### config.mk
export PLATFORM = sky130hd
export DESIGN_NAME = bldc_hall_filter
export DESIGN_NICKNAME = d
export VERILOG_FILES = /design/src/rtl/bldc_hall_filter.sv
export SDC_FILE = /design/constraint.sdc
export NUM_CORES = 1
export LEC_CHECK = 0
export BUFFER_PORTS_ARGS = -buffer_cell sky130_fd_sc_hd__buf_2
export CAP_MARGIN = 20
export CORE_MARGIN = 2
export CORE_UTILIZATION = 30
export DETAILED_ROUTE_END_ITERATION = 10
export PLACE_DENSITY_LB_ADDON = 0.2
export SLEW_MARGIN = 20
export SYNTH_ARGS = -nofsm -noshare
export SYNTH_HDL_FRONTEND = slang
export SYNTH_SLANG_ARGS = --single-unit
### constraint.sdc
create_clock -name clk -period 3 [get_ports clk]
set_clock_uncertainty 0.2 [all_clocks]
set_input_delay 0.3 -clock clk [delete_from_list [all_inputs] [get_ports clk]]
set_output_delay 0.3 -clock clk [all_outputs]
set_load 0.005 [all_outputs]
### src/rtl/bldc_hall_filter.sv
// Hall-sensor front end for a BLDC drive: synchronises the three hall lines, rejects
// short glitches, and checks each accepted state against the 6-step commutation sequence.
module bldc_hall_filter #(
    parameter int FILTER_CYCLES   = 16,
    parameter int ERR_COUNT_WIDTH = 8
) (
    input  logic                       clk,
    input  logic                       reset,
    input  logic [2:0]                 hall_raw,
    input  logic                       fault_clear,
    output logic [2:0]                 hall_out,
    output logic                       hall_valid,
    output logic                       hall_step,
    output logic                       dir,
    output logic                       illegal_state,
    output logic                       skip_err,
    output logic [ERR_COUNT_WIDTH-1:0] err_count
);

    localparam int CNT_W = $clog2(FILTER_CYCLES);
    localparam logic [CNT_W-1:0] CNT_MAX = CNT_W'(FILTER_CYCLES - 1);

    typedef enum logic [1:0] {
        ST_INIT  = 2'd0,
        ST_RUN   = 2'd1,
        ST_FAULT = 2'd2
    } state_t;

    state_t           state;
    logic [2:0]       sync_meta;
    logic [2:0]       sync;
    logic [2:0]       candidate;
    logic [CNT_W-1:0] stab_cnt;

    // Position of a legal hall code in the forward sequence 101,100,110,010,011,001.
    function automatic logic [2:0] step_pos(input logic [2:0] h);
        case (h)
            3'b101:  step_pos = 3'd0;
            3'b100:  step_pos = 3'd1;
            3'b110:  step_pos = 3'd2;
            3'b010:  step_pos = 3'd3;
            3'b011:  step_pos = 3'd4;
            3'b001:  step_pos = 3'd5;
            default: step_pos = 3'd0;
        endcase
    endfunction

    always_ff @(posedge clk) begin
        if (!reset) begin
            sync_meta <= '0;
            sync      <= '0;
            candidate <= '0;
            stab_cnt  <= '0;
        end else begin
            sync_meta <= hall_raw;
            sync      <= sync_meta;
            if (sync != candidate) begin
                candidate <= sync;
                stab_cnt  <= '0;
            end else if (stab_cnt != CNT_MAX) begin
                stab_cnt <= stab_cnt + 1'b1;
            end
        end
    end

    logic       accept;
    logic       cand_legal;
    logic [2:0] pos_old;
    logic [2:0] pos_new;
    logic [3:0] pos_sum;
    logic [2:0] fwd_dist;
    logic       is_same;
    logic       is_fwd;
    logic       is_rev;

    // fwd_dist is how many forward steps separate hall_out from the candidate (0..5).
    always_comb begin
        accept     = (sync == candidate) && (stab_cnt == CNT_MAX);
        cand_legal = (candidate != 3'b000) && (candidate != 3'b111);
        pos_old    = step_pos(hall_out);
        pos_new    = step_pos(candidate);
        pos_sum    = 4'(pos_new) + 4'd6 - 4'(pos_old);
        fwd_dist   = (pos_sum >= 4'd6) ? 3'(pos_sum - 4'd6) : 3'(pos_sum);
        is_same    = (fwd_dist == 3'd0);
        is_fwd     = (fwd_dist == 3'd1);
        is_rev     = (fwd_dist == 3'd5);
    end

    always_ff @(posedge clk) begin
        if (!reset) begin
            state         <= ST_INIT;
            hall_out      <= '0;
            hall_valid    <= 1'b0;
            hall_step     <= 1'b0;
            dir           <= 1'b0;
            illegal_state <= 1'b0;
            skip_err      <= 1'b0;
            err_count     <= '0;
        end else begin
            hall_step <= 1'b0;
            skip_err  <= 1'b0;
            if (fault_clear) begin
                err_count <= '0;
            end
            case (state)
                ST_INIT: begin
                    if (accept && !cand_legal) begin
                        state         <= ST_FAULT;
                        illegal_state <= 1'b1;
                        hall_valid    <= 1'b0;
                    end else if (accept) begin
                        state      <= ST_RUN;
                        hall_out   <= candidate;
                        hall_valid <= 1'b1;
                    end
                end
                ST_RUN: begin
                    if (accept && !cand_legal) begin
                        state         <= ST_FAULT;
                        illegal_state <= 1'b1;
                        hall_valid    <= 1'b0;
                    end else if (accept && !is_same) begin
                        hall_out <= candidate;
                        if (is_fwd || is_rev) begin
                            hall_step <= 1'b1;
                            dir       <= is_fwd;
                        end else begin
                            skip_err <= 1'b1;
                            // A simultaneous clear takes precedence over the count.
                            if (!fault_clear && (err_count != '1)) begin
                                err_count <= err_count + 1'b1;
                            end
                        end
                    end
                end
                ST_FAULT: begin
                    if (fault_clear && accept && cand_legal) begin
                        state         <= ST_INIT;
                        illegal_state <= 1'b0;
                    end
                end
                default: begin
                    state      <= ST_INIT;
                    hall_valid <= 1'b0;
                end
            endcase
        end
    end

endmodule

Word-level counts from Yosys, hierarchy flattened
Index checks and enable logic that the tools add are counted.

Bits in registers: 31. Input port bits: 6.

$add $sub $neg: 5. Magnitude comparators: 1. Eq/ne operators: 28. Multiplexer cells: 28. Bitwise logic cells: 5. Reductions and logical operators: 24.

Operators with widths (count): $mux W8 (6); $pmux W3 S5 (2); $eq A3 B3 Y1 const B (5); $mux W3 (5); $eq A3 B2 Y1 const B (4); $ne A2 B2 Y1 const B (6); $eq A3 B1 Y1 const B (3); $reduce_and A3 Y1 (3); $add A8 B1 Y8 const B (1); $mux W2 (4); $ne A8 B8 Y1 const B (1); $logic_and A1 B1 Y1 (7); $mux W1 (7); $ne A3 B3 Y1 const B (2); $pmux W2 S3 (1); $pmux W3 S2 (1); $not A1 Y1 (5); $reduce_and A5 Y1 (1); $add A3 B3 Y4 const B (1); $add A4 B1 Y4 const B (1); $eq A4 B4 Y1 const B (1); $ge A4 B3 Y1 const B (1); $ne A4 B4 Y1 const B (1); $reduce_and A4 Y1 (1); other kinds (17) (21).

Longest topological paths before layout
Depth in word-level cells: 12. Gate-level depth with buffers: 14. Mapped depth without buffers: 12.

Worst setup path before layout
Ideal clock, no wire load.

Path type: register -> register. Start point: reg hall_out[1]. End point: reg hall_out[0]. Library setup time: 116 ps. Arrival: 2727 ps. Required time: 2684 ps. Slack: -43 ps. Cell stages (with the launch flop): 13. Path buffers: 0. Clock period less this slack: 3043 ps. Cells stage by stage: dfxtp_1 -> nor2b_1 -> o31a_1 -> ha_1 -> inv_1 -> ha_1 -> inv_1 -> fa_1 -> xnor2_1 -> o21ai_0 -> a2111oi_2 -> mux2i_1 -> nor2b_1.

Longest elaborated chain between the ends: 10. Elaborated cells between the ends (all ways): 15.

Ends and longest elaborated chain: start: declaration (line 11) `output logic [2:0] hall_out,`; start signal: assignment (line 113) `hall_out <= candidate;`; start signal: assignment (line 123) `hall_out <= candidate;`; $eq A3 B1 Y1 (tied with other cells) (line 37) `case (h)`; $pmux W3 S5 (*) (line 37); $sub A4 B3 Y4 (*) (line 82) `pos_sum = 4'(pos_new) + 4'd6 - 4'(pos_old);`; $ge A4 B3 Y1 or $sub A3 B3 Y3 (tied branches) (line 83) `fwd_dist = (pos_sum >= 4'd6) ? 3'(pos_sum - 4'd6) : 3'(pos_sum);`; $mux W3 (*) (line 83); $logic_not A3 Y1 (*) (line 84) `is_same = (fwd_dist == 3'd0);`; $logic_not A1 Y1 (*) (line 122) `end else if (accept && !is_same) begin`; $logic_and A1 B1 Y1 (*) (line 122); $ne A2 B2 Y1 (no source line) (*); $reduce_and A5 Y1 (no source line) (*).

Mark *: on every way between the ends. The rest lies on a longest branch, timed or not. A chain may end at the register's enable or synchronous reset.

Final worst setup path
Start point: reg hall_out[0]. End point: reg err_count[5].

Longest elaborated chain between the ends: 11. Elaborated cells between the ends (all ways): 20.

Ends and longest elaborated chain: $eq A3 B1 Y1 (tied with other cells) (line 37); $pmux W3 S5 (*) (line 37); $sub A4 B3 Y4 (*) (line 82); $ge A4 B3 Y1 or $sub A3 B3 Y3 (tied branches) (line 83); $mux W3 (*) (line 83); $eq A3 B1 Y1 (tied with other cells) (line 85) `is_fwd = (fwd_dist == 3'd1);`; $logic_or A1 B1 Y1 or $logic_not A1 Y1 (tied branches) (line 124, 122); $mux W8 or $logic_and A1 B1 Y1 (tied branches) (line 124, 122); $mux W8 (*) (line 122); $mux W8 (*) (line 118) `if (accept && !cand_legal) begin`; $mux W8 (*) (line 105) `case (state)`; end signal: assignment (line 131) `err_count <= err_count + 1'b1;`; end: declaration (line 17) `output logic [ERR_COUNT_WIDTH-1:0] err_count`.

Marks and branches as above.

==> run metrics <==
most frequent cells in the layout=dfxtp_1, buf_2; CTS Sinks=31; initial antenna violation count=0; DRT iter0 DRCs=44; Cell Area, Synth=roughly 0.0016 sq mm; Ys Warns=0; Adder-Cell Fraction of Synth Area=slightly above 6%; Total Die Area=between 0.005 and 0.006 sq mm; flops & latches, synth=31; DP HPWL=between 2 and 2.5 mm; area of the multi-input gates=951 sq um; CTS H-tree lvls=2; RSZ-0062 raised after global routing=true; Synth Net Count=~190; synth unique cells=39; Non-Filler Instances=approximately 280; post-synthesis compound-gate area fraction=~15%; final hold violation count=0; Worst-Skew Late Latency=approximately 0.28 ns; largest family of logic cells by synthesized area=simple AND/OR/NAND/NOR gates; final worst path period share=101%; Sw Share=25.7%; GPL Wtd Cong=between 0.8 and 0.9; fraction of registers with async set/reset=0%; register area=~620 sq um; DR vias=~1,300; min Tclk post-route=~3 ns; status=finished, violations left; failing checks=setup timing; Max Cap Violations=0; CTS clk-pin slew, worst paths=0.08 ns; area of the core=~0.0051 sq mm; Final ANT Viol Nets=0; top cells by area, synth=dfxtp_1, ha_1, and2_1; Synth top area share=around two fifths; Worst setup EP type=register; die outline width=76.4 um; leading area contributor after synthesis=dfxtp_1; vias per inst=just under 5; final core utilization=around two fifths; TritonRoute pass-1 iters=4; IO Pins=22; diodes inserted=0; mux share of post-synthesis cell area=3.18%; sequential cell area fraction in the yosys report=39.5%; P per Cell Area=420 mW/mm^2; # fillers=560; CTS buffer count=5; GR Util All Layers=between 10% and 20%; synth-to-layout area growth=24.8%; TritonCTS clock tree=built; Switching Power=approximately 0.21 mW; fin worst setup slack=-0.0229 ns; Synth Flop Type=dfxtp_1; Buffers on Ports=21; setup slack after placement=-0.0473 ns; Mapped Cells=about 180; Reg power frac=around half; Final Max Slew Viols=0; commonest non-fill, non-tap cell in the layout=dfxtp_1; Slew HR=76.7%; first-pass GRT wire length=5.43 mm; drt wl/cell=~11 um; Clock Power Share=between 40 and 50%; crit path launch type=register; Mapped Avg Cell Area=8.83 sq um; drc violations=0; clock root buffer=clkbuf_8; Hold Crit Class=input pin to register; post-synthesis simple-gate area fraction=28.3%; Least-Margin Pin Slew=0.349 ns; max frequency=between 300 and 400 MHz; number of global-route vias before repair=between 1,000 and 1,500; Synth Area in XOR/XNOR=3.90%; Worst Path Max Fanout=5; drt total wl=3.19 mm; gr ovfl total=0; Die H=76.4 um; Logic pwr share=7.6%; Bufs on Longest Clock Path=2; Max VDD drop=~0.28 mV; # rows=26; Worst EP arrival=about 3 ns; Initial Util=a little over 30%; CP Data Required Time=between 3 and 4 ns; Leak Pwr=between 0.8 and 0.9 nW; Net count, final=roughly 220; share of cells above drive strength 1=around 28%; pin count of the biggest net entering global routing=24; Post-synth EDFFs=0; critical path class=register to register; DP Cell Count=270; Internal Power=0.613 mW; final setup vio count=1
==> worst max-delay path, stage by stage (launching register included) <==
cell	delay, ns
dfxtp_2	0.35
nor2b_1	0.13
o31a_1	0.28
ha_2	0.19
inv_2	0.06
ha_4	0.12
inv_2	0.03
fa_2	0.56
nand2b_4	0.13
o31a_1	0.22
nand3_2	0.14
or4_4	0.43
a21oi_2	0.12
==> kinds of logic (layout without fill, tap and decap cells) <==
group	count (synthesis)	after routing
AND/OR/NAND/NOR	81	81
AO/OA/AOI/OAI	33	33
flip-flops	31	31
buffers and inverters	14	45
adder cells (fa/ha/maj)	7	7
XOR/XNOR	7	7
multiplexers	5	5
==> cells in the mapped netlist, drive strengths merged, types with 5 or more instances <==
cell type and number:
a21oi 5, a31oi 5, and2 11, and3 8, clkbuf 6, dfxtp 31, ha 6, inv 5
mux2i 5, nand2 11, nand2b 6, nand3 10, nor2 11, nor2b 9, nor3 7, o21ai 7
xor2 5
==> power by group through the flow <==
stage          logic, mW  registers (mW)  clock network (mW)
6_report          0.0624           0.424               0.338
4_1_cts           0.0591           0.424               0.352
3_3_place_gp      0.0568           0.434                   0
3_5_place_dp      0.0571           0.434                   0
2_1_floorplan     0.0424           0.432                   0
5_1_grt           0.0713           0.425               0.373
==> through the flow <==
step | hold WS, ns | TNS [ns] | power [mW] | cell area, sq um
2_1_floorplan | 0.192 | 0 | 0.475 | 1570
3_3_place_gp | 0.213 | -0.0331 | 0.491 | 1800
3_5_place_dp | 0.221 | -0.0706 | 0.491 | 1800
4_1_cts | 0.00793 | -0.0293 | 0.836 | 1910
5_1_grt | 0.00769 | -0.530 | 0.870 | 1960
6_report | 0.0184 | -0.0229 | 0.825 | 1960
==> flip-flops by register name, indices dropped and copies added, names as in the netlist, 2 cells and up <==
name and count:
sync_meta 3, err_count 8, sync 3, stab_cnt 4
hall_out 3, state 2, candidate 3
==> area by class of cell <==
type                            instances  area share, %
Multi-Input combinational cell        133           48.5
Sequential cell                        31           31.8
Timing Repair Buffer                   32           9.57
Tap cell                               70           4.46
Clock buffer                            5           3.51
Clock inverter                          3           1.28
Inverter                                5          0.957
==> routing by layer <==
metal / track usage [%] / part of all wire, %
met4: 2.73 / 0.41
met5: 0 / 0
met2: 17.5 / 46
met1: 14.9 / 50
met3: 3.32 / 3.8
==> timing repair <==
item / 4_1_cts / 5_1_grt
hold buffers: 0 / 0
pin swaps: 2 / 9
setup endpoints to repair: 7 / 12
buffers inserted: 0 / 1
resized for setup: 6 / 15
hold endpoints to repair: 0 / 0
==> final timing paths <==
check | startpoint | to | slack [ns] | depth (start not counted)
worst max register to register | hall_out[0] | err_count[5] | -0.02 | 12
worst min register to register | sync_meta[1] | sync[1] | 0.24 | 1
worst max-delay path | hall_out[0] | err_count[5] | -0.02 | 12
worst min-delay path | hall_raw[0] | sync_meta[0] | 0.02 | 2
Note: power is estimated with default switching activity, not from simulation.
